## config.mk

```make
export PLATFORM = sky130hd
export DESIGN_NAME = pipe_adder
export DESIGN_NICKNAME = d
export VERILOG_FILES = /design/src/rtl/pipe_adder.sv
export SDC_FILE = /design/constraint.sdc
export NUM_CORES = 1
export LEC_CHECK = 0
export BUFFER_PORTS_ARGS = -buffer_cell sky130_fd_sc_hd__buf_2
export CAP_MARGIN = 20
export CORE_UTILIZATION = 35
export DETAILED_ROUTE_END_ITERATION = 10
export GPL_ROUTABILITY_DRIVEN = 0
export PLACE_DENSITY = 0.59
export RECOVER_POWER = 100
export SLEW_MARGIN = 20
export SYNTH_ARGS = -nofsm -noshare
export SYNTH_HDL_FRONTEND = slang
export SYNTH_SLANG_ARGS = --single-unit
```

## constraint.sdc

```tcl
create_clock -name clk -period 2.31 [get_ports clk]
set_input_delay 0.231 -clock clk [delete_from_list [all_inputs] [get_ports clk]]
set_output_delay 0.231 -clock clk [all_outputs]
set_load 0.1 [all_outputs]
```

## src/rtl/pipe_adder.sv

```systemverilog
// Pipelined add/subtract unit: one CHUNK-bit carry slice per stage, valid/ready handshake.
// Optional macro PIPE_ADDER_OVF_EN adds a signed-overflow output aligned with sum.
module pipe_adder #(
   parameter int WIDTH  = 16,
   parameter int STAGES = 4
) (
   input  logic             clk,
   input  logic             rst_n,
   input  logic             in_valid,
   output logic             in_ready,
   input  logic [WIDTH-1:0] a,
   input  logic [WIDTH-1:0] b,
   input  logic             ci,
   input  logic             sub,
   output logic             out_valid,
   input  logic             out_ready,
   output logic [WIDTH-1:0] sum,
   output logic             carry
`ifdef PIPE_ADDER_OVF_EN
   ,
   output logic             ovf
`endif
);

   localparam int CHUNK = WIDTH / STAGES;
   localparam int NB    = (STAGES > 1) ? STAGES - 1 : 1;

   if (STAGES < 1 || (WIDTH % STAGES) != 0) begin : g_bad_cfg
      $error("pipe_adder: STAGES must be >= 1 and divide WIDTH");
   end

   function automatic logic [CHUNK:0] chunk_add(input logic [CHUNK-1:0] x,
                                                input logic [CHUNK-1:0] y,
                                                input logic             c);
      chunk_add = {1'b0, x} + {1'b0, y} + {{CHUNK{1'b0}}, c};
   endfunction

   logic             adv_s;
   logic [WIDTH-1:0] a_g_s;
   logic [WIDTH-1:0] b_g_s;
   logic             ci_g_s;

   logic [WIDTH-1:0] acc_in_s [STAGES];
   logic [WIDTH-1:0] b_in_s   [STAGES];
   logic             c_in_s   [STAGES];
   logic             v_in_s   [STAGES];
   logic [CHUNK:0]   part_s   [STAGES];
   logic [WIDTH-1:0] acc_s    [STAGES];
   logic             c_s      [STAGES];
   logic             v_s      [STAGES];
   logic [WIDTH-1:0] b_s      [NB];

   assign adv_s     = !v_s[STAGES-1] | out_ready;
   assign in_ready  = adv_s;
   assign out_valid = v_s[STAGES-1];
   assign sum       = acc_s[STAGES-1];
   assign carry     = c_s[STAGES-1];

   // Operand conditioning: zero the data on bubbles so X never enters the pipe.
   always_comb begin
      a_g_s  = {WIDTH{1'b0}};
      b_g_s  = {WIDTH{1'b0}};
      ci_g_s = 1'b0;
      if (in_valid) begin
         a_g_s = a;
         if (sub) begin
            b_g_s  = ~b;
            ci_g_s = ~ci;
         end else begin
            b_g_s  = b;
            ci_g_s = ci;
         end
      end else begin
         a_g_s  = {WIDTH{1'b0}};
         b_g_s  = {WIDTH{1'b0}};
         ci_g_s = 1'b0;
      end
   end

   for (genvar k = 0; k < STAGES; k++) begin : g_stage
      logic [WIDTH-1:0] acc_r;
      logic [WIDTH-1:0] acc_nx_s;
      logic             c_r;
      logic             v_r;

      if (k == 0) begin : g_src
         assign acc_in_s[k] = a_g_s;
         assign b_in_s[k]   = b_g_s;
         assign c_in_s[k]   = ci_g_s;
         assign v_in_s[k]   = in_valid;
      end else begin : g_src
         assign acc_in_s[k] = acc_s[k-1];
         assign b_in_s[k]   = b_s[k-1];
         assign c_in_s[k]   = c_s[k-1];
         assign v_in_s[k]   = v_s[k-1];
      end

      assign part_s[k] = chunk_add(acc_in_s[k][CHUNK-1:0], b_in_s[k][CHUNK-1:0], c_in_s[k]);

      // The accumulator rotates right: the unused a-chunk is consumed at the bottom
      // and the finished sum chunk enters at the top, so after the last stage the
      // word is the deskewed sum in natural bit order.
      if (STAGES == 1) begin : g_one
         assign acc_nx_s = part_s[k][CHUNK-1:0];
      end else begin : g_rot
         assign acc_nx_s = {part_s[k][CHUNK-1:0], acc_in_s[k][WIDTH-1:CHUNK]};
      end

      // Stage register: partial result, chunk carry and valid, stalled by adv.
      always_ff @(posedge clk or negedge rst_n) begin
         if (!rst_n) begin
            acc_r <= {WIDTH{1'b0}};
            c_r   <= 1'b0;
            v_r   <= 1'b0;
         end else if (adv_s) begin
            acc_r <= acc_nx_s;
            c_r   <= part_s[k][CHUNK];
            v_r   <= v_in_s[k];
         end
      end

      assign acc_s[k] = acc_r;
      assign c_s[k]   = c_r;
      assign v_s[k]   = v_r;

      if (k < STAGES - 1) begin : g_skew
         logic [WIDTH-1:0] b_r;

         // Skew register for the effective b operand, shifted so the next chunk sits at the bottom.
         always_ff @(posedge clk or negedge rst_n) begin
            if (!rst_n) begin
               b_r <= {WIDTH{1'b0}};
            end else if (adv_s) begin
               b_r <= b_in_s[k] >> CHUNK;
            end
         end

         assign b_s[k] = b_r;
      end

`ifdef PIPE_ADDER_OVF_EN
      if (k == STAGES - 1) begin : g_ovf
         logic ovf_r;
         logic ovf_nx_s;

         // Carry into the MSB is recovered from the MSB sum bit and its two operand bits.
         assign ovf_nx_s = (acc_in_s[k][CHUNK-1] ^ b_in_s[k][CHUNK-1] ^ part_s[k][CHUNK-1])
                           ^ part_s[k][CHUNK];

         // Overflow flag register, aligned with the final sum.
         always_ff @(posedge clk or negedge rst_n) begin
            if (!rst_n) begin
               ovf_r <= 1'b0;
            end else if (adv_s) begin
               ovf_r <= ovf_nx_s;
            end
         end

         assign ovf = ovf_r;
      end
`endif
   end

endmodule

```

After elaboration in Yosys (flattened, before gate mapping)
Cells that the tools add are included.

Bits in registers: 96. Input bits: 38. Output and inout port bits: 19. Logic and storage cells: 32.

Add/sub/neg operators: 8. Multiplexer cells: 5. Bitwise gates (word level): 3. Reduce and logical (&&, ||, !) cells: 1.

Operators with widths (number): two-way mux 16 bit (3); adder 4 x 4 -> 5 bit (4); adder 5 x 1 -> 5 bit (4); NOT 16 bit (1); two-way mux 1 bit (2); logical NOT 1 bit (1); NOT 1 bit (1); OR 1 bit (1).

Depth between registers and ports, before layout
Word-level depth: 5. Depth in mapped cells: 9. Mapped depth without buffers: 8.

Worst setup path before layout
No wires, ideal clock.

Path type: in2reg. Start point: input sub. End point: register g_stage[0].c_r. Arrival time: 1.937 ns. Data required time: 2.233 ns. Slack: 0.295 ns. Stages on the path: 9. Path buffers: 2. Path through: buf_4 buf_4 xor2_1 nand2_1 fa_1 fa_1 nor2b_1 o21ai_0 a21oi_1.

Cells in the longest elaborated chain, start to end: 4. Elaborated cells on any way between the ends: 6. Those cells by class: 2 x add/sub; 4 x mux.

RTL lines: start, declared (RTL line 14) `input logic sub,`; two-way mux 16 bit (RTL line 66) `if (sub) begin`; two-way mux 16 bit (RTL line 64) `if (in_valid) begin`; adder 4 x 4 -> 5 bit (RTL line 35) `chunk_add = {1'b0, x} + {1'b0, y} + {{CHUNK{1'b0}}, c};`; adder 5 x 1 -> 5 bit * (RTL line 35); end signal, assigned (RTL line 117) `c_r <= part_s[k][CHUNK];`; end, declared (RTL line 83) `logic c_r;`.

Mark *: on every way between the ends. The rest lies on a longest branch, timed or not. A chain may end at the register's enable or synchronous reset.

Worst setup path in the final report
Start point: register g_stage[3].v_r, in the netlist out_valid. End point: output in_ready.

Cells in the longest elaborated chain, start to end: 2.

RTL lines: start, declared (RTL line 84) `logic v_r;`; start signal, assigned (RTL line 118) `v_r <= v_in_s[k];`; logical NOT 1 bit (RTL line 53) `assign adv_s = !v_s[STAGES-1] | out_ready;`; OR 1 bit (RTL line 53); end, declared (RTL line 10) `output logic in_ready,`.

Every way passes these cells.

==> run metrics <==
dominant cell type by area after synthesis=sky130_fd_sc_hd__dfrtp_1; buffer levels on the longest clock path=2; Via-to-Cell Ratio=between 4 and 5; Final nets=between 500 and 600; area grow syn2layout=15.0%; via count of the first global-routing pass=2984; number of endpoints failing setup at the final stage=0; average wire per standard cell=~12 um; worst setup path category=flip-flop to output port; data arrival time of the critical path=about 1.7 ns; mean cell area of the mapped netlist=between 9 and 10 um^2; most used flip-flop cell after synthesis=sky130_fd_sc_hd__dfrtp_1; fraction of the yosys area taken by sequential cells=55.8%; number of gates resized after CTS=0; number of core rows=40; total wirelength of the detailed-routed design=around 8200 um; warning count from the yosys run=0; post-route minimum period=1.89 ns; Detail Placement HPWL=about 5500 um; post-synthesis register bit count=96; number of flops mapped to enable cells by yosys=0; total of max-cap violations=0; wire length of the first global-routing pass=between 10000 and 15000 um; final instance area=between 0.004 and 0.005 mm^2; Pre-antenna DRT Iters=4; cell area after technology mapping=between 0.004 and 0.005 mm^2; global router's overall resource usage=approximately 14%; power per unit of standard cell area=between 1000 and 1500 mW/mm^2; Highest Clock Rate=528 MHz; crit share post-route=~82%; Slew headroom=a little over a fifth; share of flip-flops with an asynchronous set or reset=100%; number of setup buffers added after CTS=0; net count after synthesis=~520; kind of capture point of the worst setup path=output port; H-tree depth=3; clk sink count=96; number of port buffers=between 50 and 60; setup repair after global routing missed its margin=no; status=completed; maximum number of pins on one net before global-route repair=slightly above 90; synth unique cells=28; number of nets still failing antenna checks after routing=0; area of the die=around 0.013 mm^2; total vias in the final route=3000; Setup crit start=out_valid$_DFFE_PN0P_; Critical Path Start Type=flip-flop; clock skew=roughly 0.0075 ns; Congestion Overflow GR=0; type of the worst min-delay path=input port to flip-flop; worst endpoint required time=roughly 2.1 ns; CTS Buf Count=9; Setup TNS Final=0 ns; fraction of layout cells with a size suffix above 1=between 10% and 20%; transition time at the pin with the least slew margin=approximately 1.2 ns; highest net fanout along the worst path=30; count of fill cells added during filler insertion=around 1300; maximum ir drop on the vdd rail=roughly 0.00038 V; startpoint of the lowest-slack hold path=a[4]; post-cts hold buffer count=1; initial antenna violation count=0; die span in x=~110 um; final-report hold violation count=0; placeable core area=about 0.012 mm^2; Synth top cells by count=sky130_fd_sc_hd__nand2_1, sky130_fd_sc_hd__dfrtp_1, sky130_fd_sc_hd__buf_2, sky130_fd_sc_hd__o21ai_0; Synth top area share=55.8%; final-report max-slew violation count=0; total power=slightly below 7 mW; number of diodes added for antenna fixing=0; number of primary I/O pins=57; r2r startpoint=g_stage[1].acc_r[0]$_DFFE_PN0P_; clock tree from TritonCTS=built; height of the die=113 um; clk slew on worst S/H paths=~0.06 ns; Starting Density=a little over a third; Static Leak=approximately 2.6 nW; root buf cell=sky130_fd_sc_hd__clkbuf_16; top cells by area in the synthesized netlist=sky130_fd_sc_hd__dfrtp_1, sky130_fd_sc_hd__nand2_1, sky130_fd_sc_hd__fa_1; worst hold slack=approximately 0.13 ns; most common cell in the netlist=sky130_fd_sc_hd__nand2_1; DRC=0; Mapped Cells=460; clock latency on the worst-skew pair=between 0.3 and 0.4 ns; Cell Area, Placed=around 0.0047 mm^2; DR iter-0 viols=122
worst max-delay path: stages, from the launching register on:
cell and delay (ns):
sky130_fd_sc_hd__dfrtp_1 0.37, sky130_fd_sc_hd__nor2b_1 0.16, sky130_fd_sc_hd__inv_4 0.27, sky130_fd_sc_hd__clkbuf_2 0.52
cell families after synthesis:
kind of cell               after synthesis  share of synthesized area [%]
xor gates and xnor gates                20                           4.07
and+or+nand+nor                        236                           21.9
adders and majority gates               20                           7.21
DFF                                     96                           55.8
buffers and inverters                   38                           4.57
AOI/OAI and AO/OA                       50                           6.43
state kept, by name, indices dropped and copies added, names as in the netlist:
register,flops
carry,1
g_stage.acc_r,48
g_stage.c_r,3
g_stage.g_skew.b_r,24
g_stage.v_r,3
out_valid,1
sum,16
stage by stage:
stage,worst slack (ns),instances,utilization [%]
2_1_floorplan,0.295,460,-
3_3_place_gp,0.299,646,39.2
3_5_place_dp,0.226,646,39.2
4_1_cts,0.422,662,41.6
5_1_grt,0.263,662,41.2
6_report,0.417,662,41.2
layer usage:
| layer | wire, um | share of wire, % | global-route usage, % | up-vias |
|---|---|---|---|---|
| li1 | - | - | - | 1547 |
| met1 | 4140 | 51 | 20.0 | 1387 |
| met2 | 3600 | 44 | 21.6 | 54 |
| met3 | 309 | 3.8 | 2.62 | 12 |
| met4 | 141 | 1.7 | 6.14 | 0 |
| met5 | 0 | 0 | 0 | - |
where the power goes:
group	switching (mW)	internal [mW]	leakage [nW]
clock network	0.587	0.857	0.145
logic	2.09	0.620	1.19
registers	0.327	2.32	1.22
final cells by class:
class | count | area (um^2) | area share, %
Tap cell | 147 | 184 | 3.72
Clock buffer | 11 | 243 | 4.91
Clock inverter | 4 | 45.0 | 0.910
Sequential cell | 96 | 2400 | 48.6
Multi-Input combinational cell | 326 | 1700 | 34.3
Timing Repair Buffer | 64 | 323 | 6.53
Inverter | 14 | 55.1 | 1.11
path summary, 6_finish.rpt:
path | end | cells past startpoint | slack [ns]
worst max-delay path | in_ready | 3 | 0.42
worst min-delay path | g_stage[0].acc_r[0]$_DFFE_PN0P_ | 3 | 0.13
worst max register to register | g_stage[2].c_r$_DFFE_PN0P_ | 5 | 0.44
worst min register to register | out_valid$_DFFE_PN0P_ | 1 | 0.45
max in group asynchronous | g_stage[1].acc_r[4]$_DFFE_PN0P_ | 3 | 0.84
min in group asynchronous | sum[13]$_DFFE_PN0P_ | 2 | 0.64
layout by cell type (no fill, tap or decap):
| cell type | count |
|---|---|
| sky130_fd_sc_hd__buf_2 | 36 |
| sky130_fd_sc_hd__ha_1 | 12 |
| sky130_fd_sc_hd__o21ai_0 | 28 |
| sky130_fd_sc_hd__bufinv_16 | 1 |
| sky130_fd_sc_hd__fa_1 | 8 |
| sky130_fd_sc_hd__inv_4 | 1 |
| sky130_fd_sc_hd__inv_1 | 13 |
| sky130_fd_sc_hd__clkbuf_2 | 3 |
| sky130_fd_sc_hd__nand2_2 | 1 |
| sky130_fd_sc_hd__dlygate4sd3_1 | 1 |
| sky130_fd_sc_hd__clkbuf_16 | 9 |
| sky130_fd_sc_hd__o22ai_1 | 1 |
| sky130_fd_sc_hd__o21a_1 | 4 |
| sky130_fd_sc_hd__nor2b_1 | 6 |
| sky130_fd_sc_hd__buf_4 | 2 |
| sky130_fd_sc_hd__clkbuf_8 | 1 |
| sky130_fd_sc_hd__a211oi_1 | 1 |
| sky130_fd_sc_hd__buf_12 | 1 |
| sky130_fd_sc_hd__nand2b_1 | 1 |
| sky130_fd_sc_hd__clkbuf_1 | 21 |
| sky130_fd_sc_hd__xor2_1 | 7 |
| sky130_fd_sc_hd__nor2_1 | 11 |
| sky130_fd_sc_hd__o31ai_1 | 2 |
| sky130_fd_sc_hd__dfrtp_1 | 96 |
| sky130_fd_sc_hd__a21o_1 | 3 |
| sky130_fd_sc_hd__clkinv_2 | 3 |
| sky130_fd_sc_hd__a21oi_1 | 11 |
| sky130_fd_sc_hd__nor3_1 | 2 |
| sky130_fd_sc_hd__xnor2_1 | 13 |
| sky130_fd_sc_hd__clkbuf_4 | 1 |
| sky130_fd_sc_hd__nand3_1 | 12 |
| sky130_fd_sc_hd__and2_1 | 4 |
| sky130_fd_sc_hd__nand2_1 | 199 |
Power figures use the tool's default switching activity.
